[src/rtl/uart_arb_pkg.sv]
// rtl/uart_arb_pkg.sv - shared types and constants for the uart tx arbiter
// Purpose: FSM state enum, byte width, requester-count limits and small
//          index helpers used by uart_tx_arbiter and rr_pick.
// Ports:   none (package).
package uart_arb_pkg;

  localparam int BYTE_W    = 8;
  localparam int N_REQ_MIN = 2;
  localparam int N_REQ_MAX = 8;

  typedef enum logic [2:0] {
    ST_IDLE    = 3'd0,
    ST_START   = 3'd1,
    ST_WAIT_HI = 3'd2,
    ST_WAIT_LO = 3'd3,
    ST_HOLD    = 3'd4
  } arb_state_t;

  // (a + b) mod n for small non-negative operands.
  function automatic int wrap_add(input int a, input int b, input int n);
    return (a + b) % n;
  endfunction

  // Next round-robin position after idx, wrapping n-1 -> 0.
  function automatic int next_index(input int idx, input int n);
    return (idx + 1 >= n) ? 0 : idx + 1;
  endfunction

endpackage

[src/rtl/uart_tx_arbiter_if.sv]
// rtl/uart_tx_arbiter_if.sv - requester and uart-tx signal bundle for the arbiter
// Purpose: groups the requester byte streams and the uart TX handshake.
// Ports (signals):
//   req_valid/req_data/req_last  requester -> arbiter, one lane per requester
//   req_ready                    arbiter -> requester, at most one bit set
//   uart_tx_start/uart_tx_byte   arbiter -> uart TX
//   uart_tx_busy                 uart TX -> arbiter
// Modports: master = requesters + uart side, slave = arbiter.
interface uart_tx_arbiter_if
  import uart_arb_pkg::*;
#(
  parameter int N_REQ = 4
);

  logic [N_REQ-1:0]        req_valid;
  logic [BYTE_W*N_REQ-1:0] req_data;
  logic [N_REQ-1:0]        req_last;
  logic [N_REQ-1:0]        req_ready;
  logic                    uart_tx_start;
  logic [BYTE_W-1:0]       uart_tx_byte;
  logic                    uart_tx_busy;

  modport master (
    output req_valid, req_data, req_last, uart_tx_busy,
    input  req_ready, uart_tx_start, uart_tx_byte
  );

  modport slave (
    input  req_valid, req_data, req_last, uart_tx_busy,
    output req_ready, uart_tx_start, uart_tx_byte
  );

endinterface

[src/rtl/rr_pick.sv]
// rtl/rr_pick.sv - combinational round-robin picker
// Purpose: selects the first set request at or after ptr, wrapping past N-1.
// Ports:
//   req    in  N   request vector
//   ptr    in  PW  highest-priority index
//   grant  out N   one-hot winner (zero when no request)
//   idx    out PW  winner index (zero when no request)
//   any    out 1   at least one request set
module rr_pick
  import uart_arb_pkg::*;
#(
  parameter int N  = 4,
  parameter int PW = $clog2(N)
) (
  input  logic [N-1:0]  req,
  input  logic [PW-1:0] ptr,
  output logic [N-1:0]  grant,
  output logic [PW-1:0] idx,
  output logic          any
);

  always_comb begin
    grant = '0;
    idx   = '0;
    any   = 1'b0;
    // Walk candidates in priority order; the first hit wins and masks the rest.
    for (int off = 0; off < N; off++) begin
      if (!any && req[PW'(wrap_add(int'(ptr), off, N))]) begin
        any = 1'b1;
        idx = PW'(wrap_add(int'(ptr), off, N));
        grant[PW'(wrap_add(int'(ptr), off, N))] = 1'b1;
      end
    end
  end

endmodule

[src/rtl/uart_tx_arbiter.sv]
// rtl/uart_tx_arbiter.sv - round-robin, packet-locked sharing of one uart transmitter
// Purpose: grants the uart TX to one requester at a time; the owner keeps the
//          lock until its req_last byte has been sent or a busy timeout occurs.
// Ports:
//   clk           in   system clock, rising edge
//   rst           in   synchronous active-high reset
//   bus           slave modport of uart_tx_arbiter_if (requesters + uart TX)
//   grant_active  out  lock held by grant_id
//   grant_id      out  current owner, meaningful while grant_active
//   err_timeout   out  one-cycle pulse when uart_tx_busy never rose after a start
module uart_tx_arbiter
  import uart_arb_pkg::*;
#(
  parameter int N_REQ        = 4,
  parameter int BUSY_TIMEOUT = 65535
) (
  input  logic                     clk,
  input  logic                     rst,
  uart_tx_arbiter_if.slave         bus,
  output logic                     grant_active,
  output logic [$clog2(N_REQ)-1:0] grant_id,
  output logic                     err_timeout
);

  localparam int            IDW     = $clog2(N_REQ);
  localparam int            CW      = $clog2(BUSY_TIMEOUT + 1);
  localparam logic [CW-1:0] CNT_MAX = CW'(BUSY_TIMEOUT);

  if (N_REQ < N_REQ_MIN || N_REQ > N_REQ_MAX) begin : g_bad_n_req
    $error("uart_tx_arbiter: N_REQ out of supported range");
  end

  arb_state_t        state, state_nxt;
  logic [IDW-1:0]    owner;
  logic [IDW-1:0]    ptr;
  logic [BYTE_W-1:0] byte_q;
  logic              last_q;
  logic              lock_q;
  logic [CW-1:0]     cnt;

  logic [N_REQ-1:0]  pick_grant;
  logic [IDW-1:0]    pick_idx;
  logic              pick_any;

  logic              accept;
  logic [IDW-1:0]    accept_id;
  logic              release_lock;

  logic [BYTE_W-1:0] req_bytes [N_REQ];

  for (genvar gi = 0; gi < N_REQ; gi++) begin : g_bytes
    assign req_bytes[gi] = bus.req_data[gi*BYTE_W +: BYTE_W];
  end

  rr_pick #(
    .N  (N_REQ),
    .PW (IDW)
  ) u_pick (
    .req   (bus.req_valid),
    .ptr   (ptr),
    .grant (pick_grant),
    .idx   (pick_idx),
    .any   (pick_any)
  );

  always_comb begin
    state_nxt         = state;
    bus.req_ready     = '0;
    bus.uart_tx_start = 1'b0;
    err_timeout       = 1'b0;
    accept            = 1'b0;
    accept_id         = owner;
    release_lock      = 1'b0;

    case (state)
      ST_IDLE: begin
        // A busy transmitter (e.g. finishing someone else's frame) blocks new grants.
        if (!bus.uart_tx_busy && pick_any) begin
          bus.req_ready = pick_grant;
          accept        = 1'b1;
          accept_id     = pick_idx;
          state_nxt     = ST_START;
        end
      end
      ST_START: begin
        bus.uart_tx_start = 1'b1;
        state_nxt         = ST_WAIT_HI;
      end
      ST_WAIT_HI: begin
        if (bus.uart_tx_busy) begin
          state_nxt = ST_WAIT_LO;
        end else if (cnt == CNT_MAX) begin
          // Transmitter never acknowledged: drop the byte and free the lock.
          err_timeout  = 1'b1;
          release_lock = 1'b1;
          state_nxt    = ST_IDLE;
        end
      end
      ST_WAIT_LO: begin
        if (!bus.uart_tx_busy) begin
          if (last_q) begin
            release_lock = 1'b1;
            state_nxt    = ST_IDLE;
          end else begin
            state_nxt = ST_HOLD;
          end
        end
      end
      ST_HOLD: begin
        // Only the lock owner is served; it may leave gaps between its bytes.
        if (bus.req_valid[owner]) begin
          bus.req_ready[owner] = 1'b1;
          accept               = 1'b1;
          state_nxt            = ST_START;
        end
      end
      default: state_nxt = ST_IDLE;
    endcase
  end

  always_ff @(posedge clk) begin
    if (rst) begin
      state  <= ST_IDLE;
      owner  <= '0;
      ptr    <= '0;
      byte_q <= '0;
      last_q <= 1'b0;
      lock_q <= 1'b0;
      cnt    <= '0;
    end else begin
      state <= state_nxt;
      if (accept) begin
        owner  <= accept_id;
        byte_q <= req_bytes[accept_id];
        last_q <= bus.req_last[accept_id];
        lock_q <= 1'b1;
      end
      if (release_lock) begin
        lock_q <= 1'b0;
        ptr    <= IDW'(next_index(int'(owner), N_REQ));
      end
      // Saturating wait counter, restarted on every tx_start.
      if (state == ST_START) begin
        cnt <= '0;
      end else if (state == ST_WAIT_HI && cnt != CNT_MAX) begin
        cnt <= cnt + 1'b1;
      end
    end
  end

  assign grant_active     = lock_q;
  assign grant_id         = owner;
  assign bus.uart_tx_byte = byte_q;

endmodule
[src/flat_wrapper.sv]
// flat-port wrapper written by rule: the top's interface ports become plain ports
module uart_tx_arbiter_flat import uart_arb_pkg::*;
#(
  parameter int N_REQ        = 4,
  parameter int BUSY_TIMEOUT = 65535
)
  (clk, rst, grant_active, grant_id, err_timeout, bus_req_valid, bus_req_data, bus_req_last, bus_uart_tx_busy, bus_req_ready, bus_uart_tx_start, bus_uart_tx_byte);
  uart_tx_arbiter_if #(.N_REQ(N_REQ)) bus_i ();
  input  logic clk;
  input  logic rst;
  output logic grant_active;
  output logic [$clog2(N_REQ)-1:0] grant_id;
  output logic err_timeout;
  input wire logic [$bits(bus_i.req_valid)-1:0] bus_req_valid;
  input wire logic [$bits(bus_i.req_data)-1:0] bus_req_data;
  input wire logic [$bits(bus_i.req_last)-1:0] bus_req_last;
  input wire logic [$bits(bus_i.uart_tx_busy)-1:0] bus_uart_tx_busy;
  output wire logic [$bits(bus_i.req_ready)-1:0] bus_req_ready;
  output wire logic [$bits(bus_i.uart_tx_start)-1:0] bus_uart_tx_start;
  output wire logic [$bits(bus_i.uart_tx_byte)-1:0] bus_uart_tx_byte;
  assign bus_i.req_valid = bus_req_valid;
  assign bus_i.req_data = bus_req_data;
  assign bus_i.req_last = bus_req_last;
  assign bus_i.uart_tx_busy = bus_uart_tx_busy;
  assign bus_req_ready = bus_i.req_ready;
  assign bus_uart_tx_start = bus_i.uart_tx_start;
  assign bus_uart_tx_byte = bus_i.uart_tx_byte;
  uart_tx_arbiter #(.N_REQ(N_REQ), .BUSY_TIMEOUT(BUSY_TIMEOUT)) u_core (.clk(clk), .rst(rst), .bus(bus_i), .grant_active(grant_active), .grant_id(grant_id), .err_timeout(err_timeout));
endmodule
[config.mk]
export PLATFORM = sky130hd
export DESIGN_NAME = uart_tx_arbiter_flat
export DESIGN_NICKNAME = d
export VERILOG_FILES = /design/src/rtl/uart_arb_pkg.sv /design/src/rtl/uart_tx_arbiter_if.sv /design/src/rtl/rr_pick.sv /design/src/rtl/uart_tx_arbiter.sv /design/src/flat_wrapper.sv
export SDC_FILE = /design/constraint.sdc
export NUM_CORES = 1
export LEC_CHECK = 0
export ABC_CLOCK_PERIOD_IN_PS = 2600
export BUFFER_PORTS_ARGS = -buffer_cell sky130_fd_sc_hd__buf_4
export CORE_MARGIN = 1
export CORE_UTILIZATION = 49
export DETAILED_ROUTE_END_ITERATION = 12
export PLACE_DENSITY_LB_ADDON = 0.25
export SKIP_LAST_GASP = 1
export SYNTH_ARGS = -nofsm -noshare
export SYNTH_HDL_FRONTEND = slang
export SYNTH_SLANG_ARGS = --single-unit
[constraint.sdc]
create_clock -name clk -period 2.6 [get_ports clk]
set_input_delay 0.13 -clock clk [delete_from_list [all_inputs] [get_ports clk]]
set_output_delay 0.13 -clock clk [all_outputs]
set_load 0.01 [all_outputs]
# Yosys cells after proc, flatten, opt, wreduce, memory -nomap -nowiden
# Cells that the tools add are included.
[word_totals]
input_bits = 43
register_bits = 33
[op_classes]
add_sub_neg = 5
n_eq_ne = 10
n_mux = 64
reduce_logical = 18
bitwise_logic = 4
magnitude_cmp = 13
[ops]
columns = ["operator", "count"]
rows = [
  ["1-bit two-way mux", 27],
  ["4-bit two-way mux", 6],
  ["3-bit two-way mux", 6],
  ["16-bit by 1-bit adder with 16-bit output, second input constant", 1],
  ["8-bit binary-select mux with 2-bit select", 1],
  ["16-bit == test, second input constant", 1],
  ["2-bit by 4-bit less-than comparator with 1-bit output, second input constant", 4],
  ["8-bit two-way mux", 2],
  ["16-bit inequality test, second input constant", 1],
  ["3-bit case mux with 5 select lines", 1],
  ["2-bit two-way mux", 7],
  ["1-bit binary-select mux with 2-bit select", 6],
  ["4-bit bitwise OR", 3],
  ["1-bit demux with 2-bit select", 5],
  ["2-bit by 1-bit >= comparator with 1-bit output, second input constant", 5],
  ["1-bit logical AND", 10],
  ["4-bit case mux with 2 select lines", 1],
  ["3-bit by 2-bit == test with 1-bit output, second input constant", 2],
  ["3-bit >= comparator, second input constant", 2],
  ["2-bit by 3-bit less-than comparator with 1-bit output, second input constant", 2],
  ["2-bit adder, second input constant", 2],
  ["1-bit logical NOT", 4],
  ["2-bit by 1-bit inequality test with 1-bit output, second input constant", 2],
  ["1-bit case mux with 2 select lines", 2],
  ["other kinds (10)", 11],
]

# Depth between registers and ports, before layout
[logic_depth]
word_depth = 20
mapped_depth = 12

# Hierarchy
# Synthesis repeated with hierarchy kept, for this count alone.
[hier_totals]
cells_unflattened = 278
area_unflattened_um2 = 2443.6
[modules_own_cells]
columns = ["mod", "seq_area_each_um2", "area_per_inst_um2", "n_inst", "cells_each"]
rows = [
  ["uart_tx_arbiter", 660.6, 1911.8, 1, 216],
  ["rr_pick", 0.0, 531.8, 1, 62],
]

# Worst setup path before layout
# OpenSTA, ideal clock, no wires.
[synth_timing]
kind = "flip-flop to flip-flop"
startpoint = "register u_core.ptr[0]"
endpoint = "register u_core.byte_q[0] (netlist: u_core.bus.uart_tx_byte[0])"
period_less_slack_ns = 2.894
slack_ns = -0.294
setup_time_ns = 0.133
arrival_time_ns = 2.761
path_stages_with_launch = 13
required_time_ns = 2.467
n_path_buf = 4
path_cell_list = "dfxtp_1 buf_6 inv_1 ha_1 buf_2 mux2_2 a22oi_4 a31oi_1 o31ai_1 buf_6 buf_12 mux2i_1 o221ai_1"
[synth_via]
elab_chain_cells = 20
[synth_rtl]
columns = ["item", "line", "rtl"]
rows = [
  ["start, declared", "uart_tx_arbiter.sv:35", "logic [IDW-1:0] ptr;"],
  ["start signal, assigned", "uart_tx_arbiter.sv:140", "ptr <= IDW'(next_index(int'(owner), N_REQ));"],
  ["branches (longest 20 deep; another with 2-bit by 1-bit adder with 2-bit output)", "n/a", ""],
  ["end signal, assigned", "uart_tx_arbiter.sv:134", "byte_q <= req_bytes[accept_id];"],
  ["end, declared", "uart_tx_arbiter.sv:36", "logic [BYTE_W-1:0] byte_q;"],
]
# Several ways; the timed one is not identified. The select of a mux whose other input is x is not followed.
# A chain may end at the register's enable or synchronous reset.

# Worst setup path in the final report
[layout_timing]
startpoint = "register u_core.ptr[0]"
endpoint = "output port bus_req_ready[1]"
[layout_via]
elab_chain_cells = 16
[layout_rtl]
columns = ["item", "line", "rtl"]
rows = [
  ["branches (longest 14 deep; another with 2-bit by 4-bit less-than comparator with 1-bit output)", "n/a", ""],
  ["4-bit two-way mux *", "uart_tx_arbiter.sv:78", "if (!bus.uart_tx_busy && pick_any) begin"],
  ["4-bit case mux with 2 select lines *", "uart_tx_arbiter.sv:75", "case (state)"],
  ["end, declared", "flat_wrapper.sv:18", "output wire logic [$bits(bus_i.req_ready)-1:0] bus_req_ready;"],
]
# Every way passes the cells marked *. The select of a mux whose other input is x is not followed.

==> flow_summary_export.csv <==
group,metric,value,unit
synth,synth_cell_types,65,
timing,fin_crit,2.546,ns
clocking,hold_buffers,0,
place,dpl.hpwl,4396,µm
floorplanning,die_x,73.89,µm
place,placedCellCount,411,
power_and_ir_drop,p_switching,0.6433,mW
place,portBuffers,59,
setup_path,crit_required,2.47,ns
routing,dr.pass1.iters,4,
floorplanning,die_h,73.89,µm
power_and_ir_drop,internal_power,1.117,mW
synth,synthFlopType,"dfxtp_1",
routing,ant_nets,0,
floorplanning,io_pins,60,
floorplanning,dieArea,0.005460,mm²
power_and_ir_drop,power_frac_comb,42.1,%
layout,antenna_cells,0,
global_routing,gr-total-overflow,0,
clocking,clkTransAtPathRegs,0.06,ns
timing,slew-limit-headroom,61.46,%
place,pre_cts_slack,0.04044,ns
synth,synth_top_area_share,26.09,%
timing,finalCritPeriodShare,97.91,%
synth,syn_nets,351,
synth,synth_area_leaders,"dfxtp_1 (26%), mux2i_1 (9.1%), ha_1 (6.4%)",
floorplanning,core,0.004848,mm²
global_routing,grt_pass1_wl,9756,µm
routing,drc,0,
clocking,cts.sinks,33,
synth,yosysTopAreaCell,"dfxtp_1",
power_and_ir_drop,p_sw_share,36.54,%
setup_path,path_class,"flip-flop to primary output",
synth,synthCells,295,
timing,max_slew.worst_pin.slew,0.5772,ns
outcome,status,"complete, no violations",
timing,layout_setup_ws,0.05447,ns
layout,drive_gt1_share,29.55,%
layout,seq_area,665.6,µm²
power_and_ir_drop,powerDensity,557.7,mW/mm²
routing,via_per_inst,5.520,
clocking,cts.path.max_buffers,2,
timing,rsz0062_at_grt,"yes",
layout,fin_util,65.11,%
floorplanning,start_util,52.23,%
floorplanning,rows,25,
global_routing,grt_pass1_vias,2155,
timing,skew,0.004997,ns
clocking,cts_tree,"done",
run,max-cap-violations,0,
timing,finalSetupViolCount,0,
global_routing,grt_max_degree,19,
layout,fin_nets,409,
timing,hold_viol_final,0,
layout,fin_cells,419,
synth,ys_ff_latch,33,
power_and_ir_drop,clock_power_share,20.5,%
timing,fmax,0.3928,GHz
place,gp_congestion,0.7823,
timing,final_max_slew_viol_count,0,
layout,fillers,417,
routing,vias,2313,
power_and_ir_drop,p_leak,1.230,nW
routing,wl,5972,µm
routing,drt-initial-drc-count,117,
power_and_ir_drop,ir_drop,0.3865,mV
clocking,clock_latency,0.29,ns
clocking,cts_buffers,5,
setup_path,worstPathMaxFanout,8,
synth,synth_edf_count,0,
global_routing,antenna_found_initial,0,
synth,syn_avg_cell_area,8.585,µm²
global_routing,grt_usage,23.11,%
synth,synthArstFlopShare,0,%
power_and_ir_drop,seqPwrFrac,37.4,%
synth,netlist_area,0.002532,mm²
routing,routedWlPerCell,14.25,µm
synth,yosys_warnings,0,
setup_path,cp_data_arrival_time,2.42,ns
synth,synth-seq-area-share,26.09,%
layout,multiInputGateArea,0.001769,mm²
hold_path,min_path_type,"input pin to flip-flop",
setup_path,critPathCaptureType,"primary output",
setup_path,cp-start-kind,"flip-flop",
clocking,htree_num_levels,2,
clocking,root_buffer,"clkbuf_8",
layout,area_delta_synth_final,24.65,%
power_and_ir_drop,power.total,1.761,mW
logic make-up after synthesis:
| kind of cell | after synthesis | synth area share (%) |
|---|---|---|
| adder cells (fa/ha/maj) | 13 | 6.423 |
| AO/OA/AOI/OAI | 61 | 17.69 |
| AND/OR/NAND/NOR | 122 | 26.33 |
| XOR/XNOR | 12 | 4.150 |
| buffers and inverters | 26 | 6.373 |
| multiplexers | 28 | 12.94 |
| flip-flops | 33 | 26.09 |
stage by stage:
stage,hold WS [ns],cell area [µm²],setup TNS [ns]
6_report,0.1148,3157,0
5_1_grt,0.1126,3157,-0.3354
4_1_cts,0.1091,3118,-0.04764
3_5_place_dp,0.4079,3038,0
3_3_place_gp,0.4034,3038,0
2_1_floorplan,0.3296,2564,-0.1079
cell usage after synthesis, types with 3 or more instances:
library cell	number
dfxtp_1	33
nand2_1	30
nor2_1	29
mux2i_1	23
ha_1	13
o21ai_0	13
a21oi_1	12
nand3_1	10
o221ai_1	8
inv_1	7
nand2b_1	7
clkbuf_1	6
or3_1	6
xnor2_1	6
xor2_1	6
a211oi_1	5
a221oi_1	5
and3_1	5
buf_6	5
buf_2	4
and4_1	3
nand4_1	3
nor3b_1	3
nor4bb_1	3
per-layer routing:
layer  wire length [µm]  track usage, %  share of wire (%)
met1               2892           30.43                 48
met2               2838           38.23                 48
met3                200           5.075                3.3
met4                 41           5.769               0.69
met5                  0               0                  0
power by group through the flow:
| stage | sequential, mW | combinational (mW) | clock (mW) |
|---|---|---|---|
| after floorplan | 0.653 | 0.517 | 0 |
| after global placement | 0.665 | 0.718 | 0 |
| after detailed placement | 0.666 | 0.732 | 0 |
| after CTS | 0.656 | 0.735 | 0.366 |
| after global routing | 0.669 | 0.810 | 0.389 |
| final | 0.658 | 0.741 | 0.361 |
worst max-delay path, stage by stage (launching register included):
cell and delay [ns]:
dfxtp_4 0.36, clkinvlp_4 0.10, ha_4 0.32, mux4_2 0.57, and2b_2 0.25, a22oi_1 0.06, nor2_1 0.12, a221oi_2 0.06
o21ai_1 0.16, buf_4 0.14
sequential cells by signal (all words and copies together), names as in the netlist:
register,cells
u_core.grant_active,1
u_core.last_q,1
u_core.state,3
u_core.bus.uart_tx_byte,8
u_core.ptr,2
u_core.cnt,16
u_core.grant_id,2
worst paths after layout:
path / start / endpoint / cells after the start / slack (ns)
max reg2reg: u_core.ptr[0]$_SDFFE_PP0P_ / u_core.bus.uart_tx_byte[1]$_SDFFE_PP0P_ / 9 / 0.06
min reg2reg: u_core.bus.uart_tx_byte[1]$_SDFFE_PP0P_ / u_core.bus.uart_tx_byte[1]$_SDFFE_PP0P_ / 2 / 0.47
max: u_core.ptr[0]$_SDFFE_PP0P_ / bus_req_ready[1] / 9 / 0.05
min: rst / u_core.ptr[0]$_SDFFE_PP0P_ / 2 / 0.11
repair_timing:
action | 4_1_cts | 5_1_grt
gates resized for setup | 1 | 8
pin swaps | 0 | 1
endpoints found under the setup margin | 2 | 13
setup buffers | 0 | 2
cell type report:
cell class / count / share of cell area [%]
multi-input combinational: 236 / 56.04
sequential: 33 / 21.09
clock buffer: 5 / 2.180
inverter: 8 / 1.070
clock inverter: 1 / 0.1585
timing repair buffer: 69 / 16.81
tap: 67 / 2.656
cell usage in the layout (no fill, tap or decap), types with 4 or more instances in the layout:
cell / n
buf_4: 68
dfxtp_1: 31
nand2_1: 30
nor2_1: 29
mux2i_1: 21
ha_1: 12
a21oi_1: 11
o21ai_0: 11
nand3_1: 10
o221ai_1: 8
nand2b_1: 7
or3_1: 6
xnor2_1: 6
xor2_1: 6
inv_1: 5
and3_1: 5
clkbuf_8: 5
a211oi_1: 4
Note: power is estimated with default switching activity, not from simulation.
